**src/rtl/factor_pkg.sv**
```systemverilog
// Shared types and constants for the factorization job controller.
// Slice helpers split N into the core's MSB/MID/LSB operand buses.
package factor_pkg;

    typedef enum logic [2:0] {
        S_IDLE,
        S_INIT,
        S_RUN,
        S_CHECK,
        S_RESULT
    } state_e;

    localparam int          N_DIGIT_DEF   = 64;
    localparam logic [31:0] SEED_STEP_DEF = 32'h9E3779B9;
    localparam int          VERIFY_LAT    = 2;

    localparam int MSB_W = 4;

    function automatic int mid_w(input int n);
        return n / 2 - 2;
    endfunction

    function automatic int mid_hi(input int n);
        return n - 5;
    endfunction

    function automatic int lsb_w(input int n);
        return n / 2 - 2;
    endfunction

endpackage

```
**src/rtl/factor_verify.sv**
```systemverilog
// Two-stage check that X*Y equals N with neither factor equal to one.
// Stage 1 registers the full product, stage 2 registers the verdict.
module factor_verify #(
    parameter int MAX_N_DIGIT = 64
) (
    input  logic                     clk,
    input  logic                     rst,
    input  logic [MAX_N_DIGIT/2-1:0] i_x,
    input  logic [MAX_N_DIGIT/2-1:0] i_y,
    input  logic [MAX_N_DIGIT-1:0]   i_n,
    output logic                     o_ok
);

    localparam int HW = MAX_N_DIGIT / 2;

    logic [MAX_N_DIGIT-1:0] prod_q, prod_d;
    logic                   nontriv_q, nontriv_d;
    logic                   ok_q, ok_d;

    always_comb begin
        prod_d    = {{HW{1'b0}}, i_x} * {{HW{1'b0}}, i_y};
        nontriv_d = (i_x != HW'(1)) && (i_y != HW'(1));
        ok_d      = (prod_q == i_n) && nontriv_q;
    end

    always_ff @(posedge clk) begin
        if (rst) begin
            prod_q    <= '0;
            nontriv_q <= 1'b0;
            ok_q      <= 1'b0;
        end else begin
            prod_q    <= prod_d;
            nontriv_q <= nontriv_d;
            ok_q      <= ok_d;
        end
    end

    assign o_ok = ok_q;

endmodule

```
**src/rtl/factor_job_controller.sv**
```systemverilog
// Sequences factorization jobs on the p-bit core: init, run, verify,
// retry with a stepped seed, and hand back a result record.
module factor_job_controller
    import factor_pkg::*;
#(
    parameter int          MAX_N_DIGIT = N_DIGIT_DEF,
    parameter int          COUNTER_BIT = 32,
    parameter int          MAX_RETRY   = 4,
    parameter logic [31:0] SEED_STEP   = SEED_STEP_DEF,
    parameter int          INIT_CYCLES = 2
) (
    input  logic                          clk,
    input  logic                          rst,
    input  logic                          i_N_valid,
    output logic                          o_N_ready,
    input  logic [MAX_N_DIGIT-1:0]        i_N,
    input  logic [31:0]                   i_seed,
    input  logic                          i_abort,
    output logic                          o_core_en,
    output logic [31:0]                   o_seed,
    output logic [MSB_W-1:0]              o_N_MSB,
    output logic [MAX_N_DIGIT/2-3:0]      o_N_MID,
    output logic [MAX_N_DIGIT/2-3:0]      o_N_LSB,
    input  logic                          i_operation_end,
    input  logic [COUNTER_BIT-1:0]        i_operation_count,
    input  logic [MAX_N_DIGIT/2-1:0]      i_X,
    input  logic [MAX_N_DIGIT/2-1:0]      i_Y,
    output logic                          o_res_valid,
    input  logic                          i_res_ready,
    output logic [MAX_N_DIGIT/2-1:0]      o_res_X,
    output logic [MAX_N_DIGIT/2-1:0]      o_res_Y,
    output logic                          o_res_found,
    output logic [7:0]                    o_res_attempts,
    output logic [COUNTER_BIT+7:0]        o_res_samples
);

    localparam int HW     = MAX_N_DIGIT / 2;
    localparam int SW     = COUNTER_BIT + 8;
    localparam int MID_W  = mid_w(MAX_N_DIGIT);
    localparam int MID_HI = mid_hi(MAX_N_DIGIT);
    localparam int LSB_W  = lsb_w(MAX_N_DIGIT);

    state_e                 state_q, state_d;
    logic [MAX_N_DIGIT-1:0] n_q, n_d;
    logic [31:0]            seed_q, seed_d;
    logic [HW-1:0]          x_q, x_d;
    logic [HW-1:0]          y_q, y_d;
    logic [7:0]             att_q, att_d;
    logic [SW-1:0]          samp_q, samp_d;
    logic                   found_q, found_d;
    logic [7:0]             cnt_q, cnt_d;

    logic [SW:0]            samp_sum;
    logic [SW-1:0]          samp_sat;
    logic                   end_seen;
    logic                   ok;

    factor_verify #(
        .MAX_N_DIGIT(MAX_N_DIGIT)
    ) u_verify (
        .clk (clk),
        .rst (rst),
        .i_x (x_q),
        .i_y (y_q),
        .i_n (n_q),
        .o_ok(ok)
    );

    always_ff @(posedge clk) begin
        if (rst) begin
            state_q <= S_IDLE;
            n_q     <= '0;
            seed_q  <= '0;
            x_q     <= '0;
            y_q     <= '0;
            att_q   <= '0;
            samp_q  <= '0;
            found_q <= 1'b0;
            cnt_q   <= '0;
        end else begin
            state_q <= state_d;
            n_q     <= n_d;
            seed_q  <= seed_d;
            x_q     <= x_d;
            y_q     <= y_d;
            att_q   <= att_d;
            samp_q  <= samp_d;
            found_q <= found_d;
            cnt_q   <= cnt_d;
        end
    end

    always_comb begin
        state_d  = state_q;
        n_d      = n_q;
        seed_d   = seed_q;
        x_d      = x_q;
        y_d      = y_q;
        att_d    = att_q;
        samp_d   = samp_q;
        found_d  = found_q;
        cnt_d    = cnt_q + 8'd1;
        samp_sum = {1'b0, samp_q} + (SW+1)'(i_operation_count);
        samp_sat = samp_sum[SW] ? '1 : samp_sum[SW-1:0];
        // The core's end flag is stale on the first RUN cycle (cnt_q == 0).
        end_seen = i_operation_end && (cnt_q != 8'd0);
        unique case (state_q)
            S_IDLE: begin
                cnt_d = '0;
                if (i_N_valid) begin
                    n_d     = i_N;
                    seed_d  = i_seed;
                    att_d   = '0;
                    samp_d  = '0;
                    found_d = 1'b0;
                    x_d     = '0;
                    y_d     = '0;
                    if (i_N < MAX_N_DIGIT'(4)) begin
                        state_d = S_RESULT;
                    end else if (!i_N[0]) begin
                        state_d = S_RESULT;
                        found_d = 1'b1;
                        x_d     = HW'(2);
                        y_d     = i_N[HW:1];
                    end else begin
                        state_d = S_INIT;
                    end
                end
            end
            S_INIT: begin
                if (cnt_q == 8'(INIT_CYCLES - 1)) begin
                    state_d = S_RUN;
                    cnt_d   = '0;
                end
            end
            S_RUN: begin
                cnt_d = 8'd1;
                if (i_abort) begin
                    state_d = S_RESULT;
                    found_d = 1'b0;
                    x_d     = '0;
                    y_d     = '0;
                    att_d   = att_q + 8'd1;
                    if (end_seen) samp_d = samp_sat;
                end else if (end_seen) begin
                    state_d = S_CHECK;
                    x_d     = i_X;
                    y_d     = i_Y;
                    samp_d  = samp_sat;
                    att_d   = att_q + 8'd1;
                    cnt_d   = '0;
                end
            end
            S_CHECK: begin
                if (cnt_q == 8'(VERIFY_LAT)) begin
                    cnt_d = '0;
                    if (ok) begin
                        state_d = S_RESULT;
                        found_d = 1'b1;
                    end else if (att_q == 8'(MAX_RETRY)) begin
                        state_d = S_RESULT;
                        found_d = 1'b0;
                        x_d     = '0;
                        y_d     = '0;
                    end else begin
                        state_d = S_INIT;
                        seed_d  = seed_q + SEED_STEP;
                    end
                end
            end
            S_RESULT: begin
                if (i_res_ready) state_d = S_IDLE;
            end
            default: state_d = S_IDLE;
        endcase
    end

    always_comb begin
        o_N_ready      = (state_q == S_IDLE);
        o_core_en      = (state_q == S_RUN) || (state_q == S_CHECK);
        o_res_valid    = (state_q == S_RESULT);
        o_seed         = seed_q;
        o_N_MSB        = n_q[MAX_N_DIGIT-1 -: MSB_W];
        o_N_MID        = n_q[MID_HI -: MID_W];
        o_N_LSB        = n_q[LSB_W-1:0];
        o_res_X        = x_q;
        o_res_Y        = y_q;
        o_res_found    = found_q;
        o_res_attempts = att_q;
        o_res_samples  = samp_q;
    end

endmodule
```
**config.mk**
```make
export PLATFORM = sky130hd
export DESIGN_NAME = factor_job_controller
export DESIGN_NICKNAME = d
export VERILOG_FILES = /design/src/rtl/factor_pkg.sv /design/src/rtl/factor_verify.sv /design/src/rtl/factor_job_controller.sv
export SDC_FILE = /design/constraint.sdc
export NUM_CORES = 2
export LEC_CHECK = 0
export BUFFER_PORTS_ARGS = -buffer_cell sky130_fd_sc_hd__clkbuf_2
export CAP_MARGIN = 20
export CORE_UTILIZATION = 40
export CTS_BUF_LIST = sky130_fd_sc_hd__clkbuf_2 sky130_fd_sc_hd__clkbuf_4 sky130_fd_sc_hd__clkbuf_8
export CTS_CLUSTER_DIAMETER = 30
export DETAILED_ROUTE_END_ITERATION = 8
export GPL_ROUTABILITY_DRIVEN = 0
export HOLD_SLACK_MARGIN = 0.02
export SETUP_SLACK_MARGIN = 0.3
export SYNTH_ARGS = -nofsm -noshare
export SYNTH_HDL_FRONTEND = slang
export SYNTH_SLANG_ARGS = --single-unit
```
**constraint.sdc**
```tcl
create_clock -name clk -period 6.96 [get_ports clk]
set_input_delay 0.696 -clock clk [delete_from_list [all_inputs] [get_ports clk]]
set_output_delay 0.696 -clock clk [all_outputs]
set_load 0.01 [all_outputs]
```
# --- Word level (Yosys, flattened, before mapping) ---
# Cells that the tools add are included.
# Widths: inputs -> output; s select.
word_totals:
  reg_bits: 286
  inputBits: 198
  output_inout_bits: 212
classes:
  n_addsub: 4
  mul: 1
  order_cmp: 1
  eq_ne: 21
  n_mux: 52
  reduce_logical: 16
ops:
  columns: ["cell", "count"]
  rows:
  - ["$mux 32", 15]
  - ["$pmux 32 s3", 2]
  - ["$mux 40", 3]
  - ["$pmux 40 s2", 1]
  - ["$eq 64x64->1", 1]
  - ["$lt 64x3->1 const B", 1]
  - ["$mul 32x32->64", 1]
  - ["$ne 32x1->1 const B", 2]
  - ["$pmux 32 s2", 1]
  - ["$add 40x32->41", 1]
  - ["$mux 8", 5]
  - ["$add 32x32->32 const B", 1]
  - ["$pmux 8 s4", 1]
  - ["$mux 3", 10]
  - ["$add 8x1->8 const B", 2]
  - ["$ne 2x2->1 const B", 8]
  - ["$pmux 8 s2", 1]
  - ["$pmux 3 s5", 1]
  - ["$reduce_and 5->1", 3]
  - ["$mux 1", 9]
  - ["$eq 8x1->1 const B", 1]
  - ["$eq 8x2->1 const B", 1]
  - ["$eq 8x3->1 const B", 1]
  - ["$reduce_bool 8->1", 1]
  - ["16 further kinds", 22]

# --- Longest topological paths before layout ---
depth:
  word_depth: 5
  depth_mapped: 27
  mapped_depth_nobuf: 25

# --- Modules after synthesis ---
# A second synthesis with hierarchy kept.
unflattened:
  hier_cells: 5414
  hier_area_um2: 47393.0
by_module_without_submodules:
  columns: ["module", "instances", "cells_per_inst", "area_per_inst_um2"]
  rows:
  - ["factor_verify", 1, 3978, 35914.4]
  - ["factor_job_controller", 1, 1436, 11478.5]

# --- Least setup slack after synthesis ---
# No wires, ideal clock.
synth_timing:
  path_kind: "register to register"
  startpoint: "reg x_q[12], in the netlist o_res_X[12]"
  endpoint: "reg u_verify.prod_q[61]"
  arrival_time_ns: 7.354
  required_time_ns: 6.839
  path_slack_ns: -0.514
  stages_incl_launch_ff: 26
  path_buffers: 2
  period_less_slack_ns: 7.474
  path_cell_list: "dfxtp_1 > clkbuf_1 > and2_1 > fa_1 > fa_1 > fa_1 > inv_1 > fa_1 > inv_1 > fa_1 > inv_1 > fa_1 > inv_1 > fa_1 > fa_1 > ha_1 > clkbuf_1 > nand2_1 > o21a_1 > o31ai_1 > a21boi_0 > a21boi_1 > a2111oi_2 > o21ai_0 > o41ai_1 > mux2_2"
synth_between:
  elab_chain_len: 1
synth_rtl:
  columns: ["element", "line", "source"]
  rows:
  - ["start: declaration", "factor_job_controller.sv:46", "logic [HW-1:0] x_q, x_d;"]
  - ["start signal: assignment", "factor_job_controller.sv:74", "x_q <= '0;"]
  - ["start signal: assignment", "factor_job_controller.sv:84", "x_q <= x_d;"]
  - ["$mul 32x32->64", "factor_verify.sv:21", "prod_d = {{HW{1'b0}}, i_x} * {{HW{1'b0}}, i_y};"]
  - ["end signal: assignment", "factor_verify.sv:32", "prod_q <= prod_d;"]
  - ["end: declaration", "factor_verify.sv:16", "logic [MAX_N_DIGIT-1:0] prod_q, prod_d;"]
# Every way passes these cells.
# A chain may end at the register's enable or synchronous reset.

# --- Final worst setup path ---
layout_timing:
  startpoint: "reg y_q[2], in the netlist o_res_Y[2]"
  endpoint: "reg u_verify.prod_q[52]"
layout_between:
  elab_chain_len: 1
layout_rtl:
  columns: ["element", "line", "source"]
  rows:
  - ["start: declaration", "factor_job_controller.sv:47", "logic [HW-1:0] y_q, y_d;"]
  - ["start signal: assignment", "factor_job_controller.sv:85", "y_q <= y_d;"]
  - ["$mul 32x32->64", "factor_verify.sv:21", null]
# Every way passes these cells.

==> reports/qor.csv <==
stage;metric;value;unit
die;Die ar.;0.118;mm2
die;Starting Density;40.3;%
pwr;Worst VDD drop;263;uV
worst_setup_path;crit start category;flip-flop;
yosys;Syn Area/Cell;8.74;um2
status;failing checks;negative setup slack;
sta;minimum clock period;7.33;ns
routing;DRC violations left;0;
pwr;Pwr per Cell Area;174;mW/mm2
placed_design;detailed placer's ending HPWL;131000;um
yosys;multiplexer area fraction after synthesis;0.118;%
sta;worst setup margin;-0.366;ns
global_route;Overflow after GRT;0;
yosys;FF+latch count, synth;286;
routing;via density per instance;5.24;
worst_setup_path;Slowest Stage Delay on Critical Path;0.59;ns
worst_setup_path;Critical-path top delay cell;fa_2;
yosys;Synth Area in Adders;46.5;%
pwr;Leakage;28.5;nW
run;Max Cap Viol;0;
sta;Worst Skew;0.0726;ns
status;status;finished, violations left;
yosys;top-area cell type share of the netlist area;38.4;%
yosys;synthesized area;0.0467;mm2
worst_setup_path;crit-path cells;buf_6 -> buf_6 -> and2_1 -> fa_1 -> inv_1 -> fa_1 -> fa_1 -> fa_1 -> inv_1 -> fa_1 -> fa_1 -> fa_2 -> fa_1 -> ha_4 -> nand4_1 -> or4_4 -> a211oi_4 -> o2111ai_4 -> a21oi_2 -> buf_4 -> nor2_2 -> xor2_1 -> nor2_1;
die;Die Width;344;um
clock_network;Root Driver;clkbuf_8;
cells_and_area;share of layout cells above drive strength 1;23.1;%
worst_setup_path;kind of critical path;flip-flop to flip-flop;
yosys;Post-Synth XOR/XNOR Area;2.47;%
global_route;initial antenna violation count;14;
global_route;GR peak layer;met2;
yosys;Ys Warns;0;
cells_and_area;fillers;11000;
cells_and_area;Layout Cells excl Fill;7639;
clock_network;cts-stage hold buffer count;0;
sta;final setup vio count;33;
die;# IOs;410;
sta;Rel. slew slack;27.9;%
global_route;largest net degree at the start of global routing;82;
yosys;largest family of logic cells by synthesized area;adder cells;
global_route;met3 Track Usage GR;6.74;%
routing;DRT Pass-1 Iters;6;
yosys;synth cell count leaders;inv_1, fa_1, nand2_1, and2_1;
yosys;main area contributors after synthesis;fa_1, dfxtp_1, and2_1;
clock_network;Clock Latency Late Sink;0.77;ns
yosys;Compound-Gate Fraction of Synth Area;9.58;%
yosys;post-synthesis sequential area ratio;12.2;%
worst_setup_path;CP dominant cell by count;fa_1;
clock_network;clock buffer depth;3;
global_route;met2 Use GR;44.4;%
clock_network;cts bufs inserted;90;
yosys;Syn Inst Count;5347;
yosys;Async SR Flop Fraction;0;%
die;row cnt;125;
yosys;EDFF count, synth;0;
clock_network;Worst-path clk slew;0.06;ns
worst_setup_path;crit path max fanout;8;
yosys;synth unique cells;74;
global_route;first-pass GRT wire length;250000;um
clock_network;CTS tree;yes;
sta;setup repair after global routing missed its margin;yes;
cells_and_area;Final nets;7437;
clock_network;clk sinks;286;
sta;final hold vios;0;
routing;final WL;162000;um
global_route;vias in the first global route;42200;
routing;routed via count;40000;
global_route;Global Route Usage Sum;27.7;%
routing;DRT iter0 DRCs;2870;
yosys;count leader, synth;inv_1;
cells_and_area;Layout area overhead;23.7;%
placed_design;dpl cells;7391;
yosys;largest area contributor in the netlist;fa_1;
placed_design;IO buf count;409;
yosys;syn nets;6744;
global_route;met1 global-route usage;35.8;%
worst_setup_path;Arr. time, crit path;7.95;ns
yosys;simple-gate area share of the yosys netlist;19.2;%
sta;actual slew at the worst max-slew pin;1.08;ns
worst_setup_path;CP Capture Type;flip-flop;
die;Core ar.;0.116;mm2
die;die height;344;um
sta;final hold slack;0.143;ns
sta;period utilisation layout;105;%
hold_path;Hold Path Class;primary input to flip-flop;
sta;Slew Limit Fails;0;
yosys;top_reg_cell synth;dfxtp_1;
worst_setup_path;Crit path required time;7.58;ns
routing;antenna viol nets, final;0;
clock_network;H-tree depth;3;
sta;Max Clk Rate;137;MHz
routing;routed len/inst;21.2;um
final timing paths:
path | slack [ns] | end | from | cells past startpoint
max | -0.37 | u_verify.prod_q[52] | o_res_Y[2] | 23
max reg2reg | -0.37 | u_verify.prod_q[52] | o_res_Y[2] | 23
min reg2reg | 0.46 | o_res_samples[22] | o_res_samples[22] | 2
min | 0.14 | o_res_X[25] | i_X[25] | 2
report_power, final:
group	internal [mW]	switching, mW
logic	1.78	2.90
clock network	1.87	1.11
registers	1.93	0.477
critical path: cells and delay by family, from the launching register on:
family	cells	cell delay, ns
buf+inv	5	0.51
flops	1	0.37
xor+xnor	1	0.16
fa+ha+maj	9	4.38
simple gates	5	0.94
compound gates	3	0.80
flip-flops by register name, summed over array words and instances (netlist names):
| signal | count |
|---|---|
| cnt_q | 8 |
| n_q | 64 |
| o_res_X | 32 |
| o_res_Y | 32 |
| o_res_attempts | 8 |
| o_res_found | 1 |
| o_res_samples | 40 |
| o_seed | 32 |
| state_q | 3 |
| u_verify.nontriv_q | 1 |
| u_verify.o_ok | 1 |
| u_verify.prod_q | 64 |
cell type report:
| cell class | count | area, um2 | share of cell area, % |
|---|---|---|---|
| antenna | 5 | 12.5 | 0.0216 |
| sequential | 286 | 5880 | 10.2 |
| clock inverter | 33 | 463 | 0.800 |
| timing repair buffer | 913 | 6590 | 11.4 |
| clock buffer | 129 | 1680 | 2.90 |
| inverter | 915 | 3430 | 5.94 |
| multi-input combinational | 3834 | 37900 | 65.5 |
| tap | 1524 | 1910 | 3.30 |
stage by stage:
| stage | area [um2] | utilization, % | setup TNS, ns | total power [mW] | setup slack [ns] |
|---|---|---|---|---|---|
| 2_1_floorplan | 47400 | - | -0.102 | 4.49 | -0.102 |
| 3_3_place_gp | 53400 | 46.0 | -9.44 | 6.65 | -0.472 |
| 3_5_place_dp | 53400 | 46.0 | -10.94 | 6.67 | -0.595 |
| 4_1_cts | 56800 | 48.9 | -3.68 | 9.91 | -0.252 |
| 5_1_grt | 57800 | 49.8 | -12.31 | 10.6 | -0.509 |
| 6_report | 57800 | 49.8 | -6.51 | 10.1 | -0.366 |
logic make-up (layout without fill, tap and decap cells):
logic type | after synthesis | count (layout)
compound gates | 679 | 679
xor+xnor | 132 | 132
fa+ha+maj | 1199 | 1199
buf+inv | 1227 | 1990
flops | 286 | 286
mux | 5 | 5
other cells | 0 | 5
simple gates | 1819 | 1819
per-layer routing:
layer | vias up | share of wire (%) | wire length (um)
li1 | 18000 | - | -
met1 | 20100 | 41 | 65800
met2 | 1529 | 47 | 75500
met3 | 376 | 8.0 | 12900
met4 | 14 | 4.7 | 7600
met5 | - | 0.061 | 99
repair_timing:
| action | 4_1_cts | 5_1_grt |
|---|---|---|
| cloned | 3 | 0 |
| pin swaps | 81 | 129 |
| buffers inserted | 40 | 37 |
| resized for setup | 197 | 197 |
| setup endpoints to repair | 42 | 45 |
cells in the final DEF (no fill, tap or decap), types with 17 or more instances in the layout:
master and count:
ha_1 268, inv_2 23, a21oi_2 26, dfxtp_1 236, and3_1 27, fa_1 846, xor2_1 58, a22oi_1 49
a21oi_1 176, dfxtp_4 36, ha_4 31, nor2b_1 18, a22o_1 37, nor2_1 229, inv_1 892, a211oi_1 51
a21o_1 52, clkbuf_2 408, clkbuf_8 113, nand3_1 42, nor4_1 45, nand2_1 691, and2_4 29, buf_6 66
buf_4 398, o21bai_1 17, and2_1 593, xnor2_1 53, o21ai_0 89, nand4_1 36, buf_12 31, nor3_1 21
fa_2 51
(Power assumes the default switching activity.)
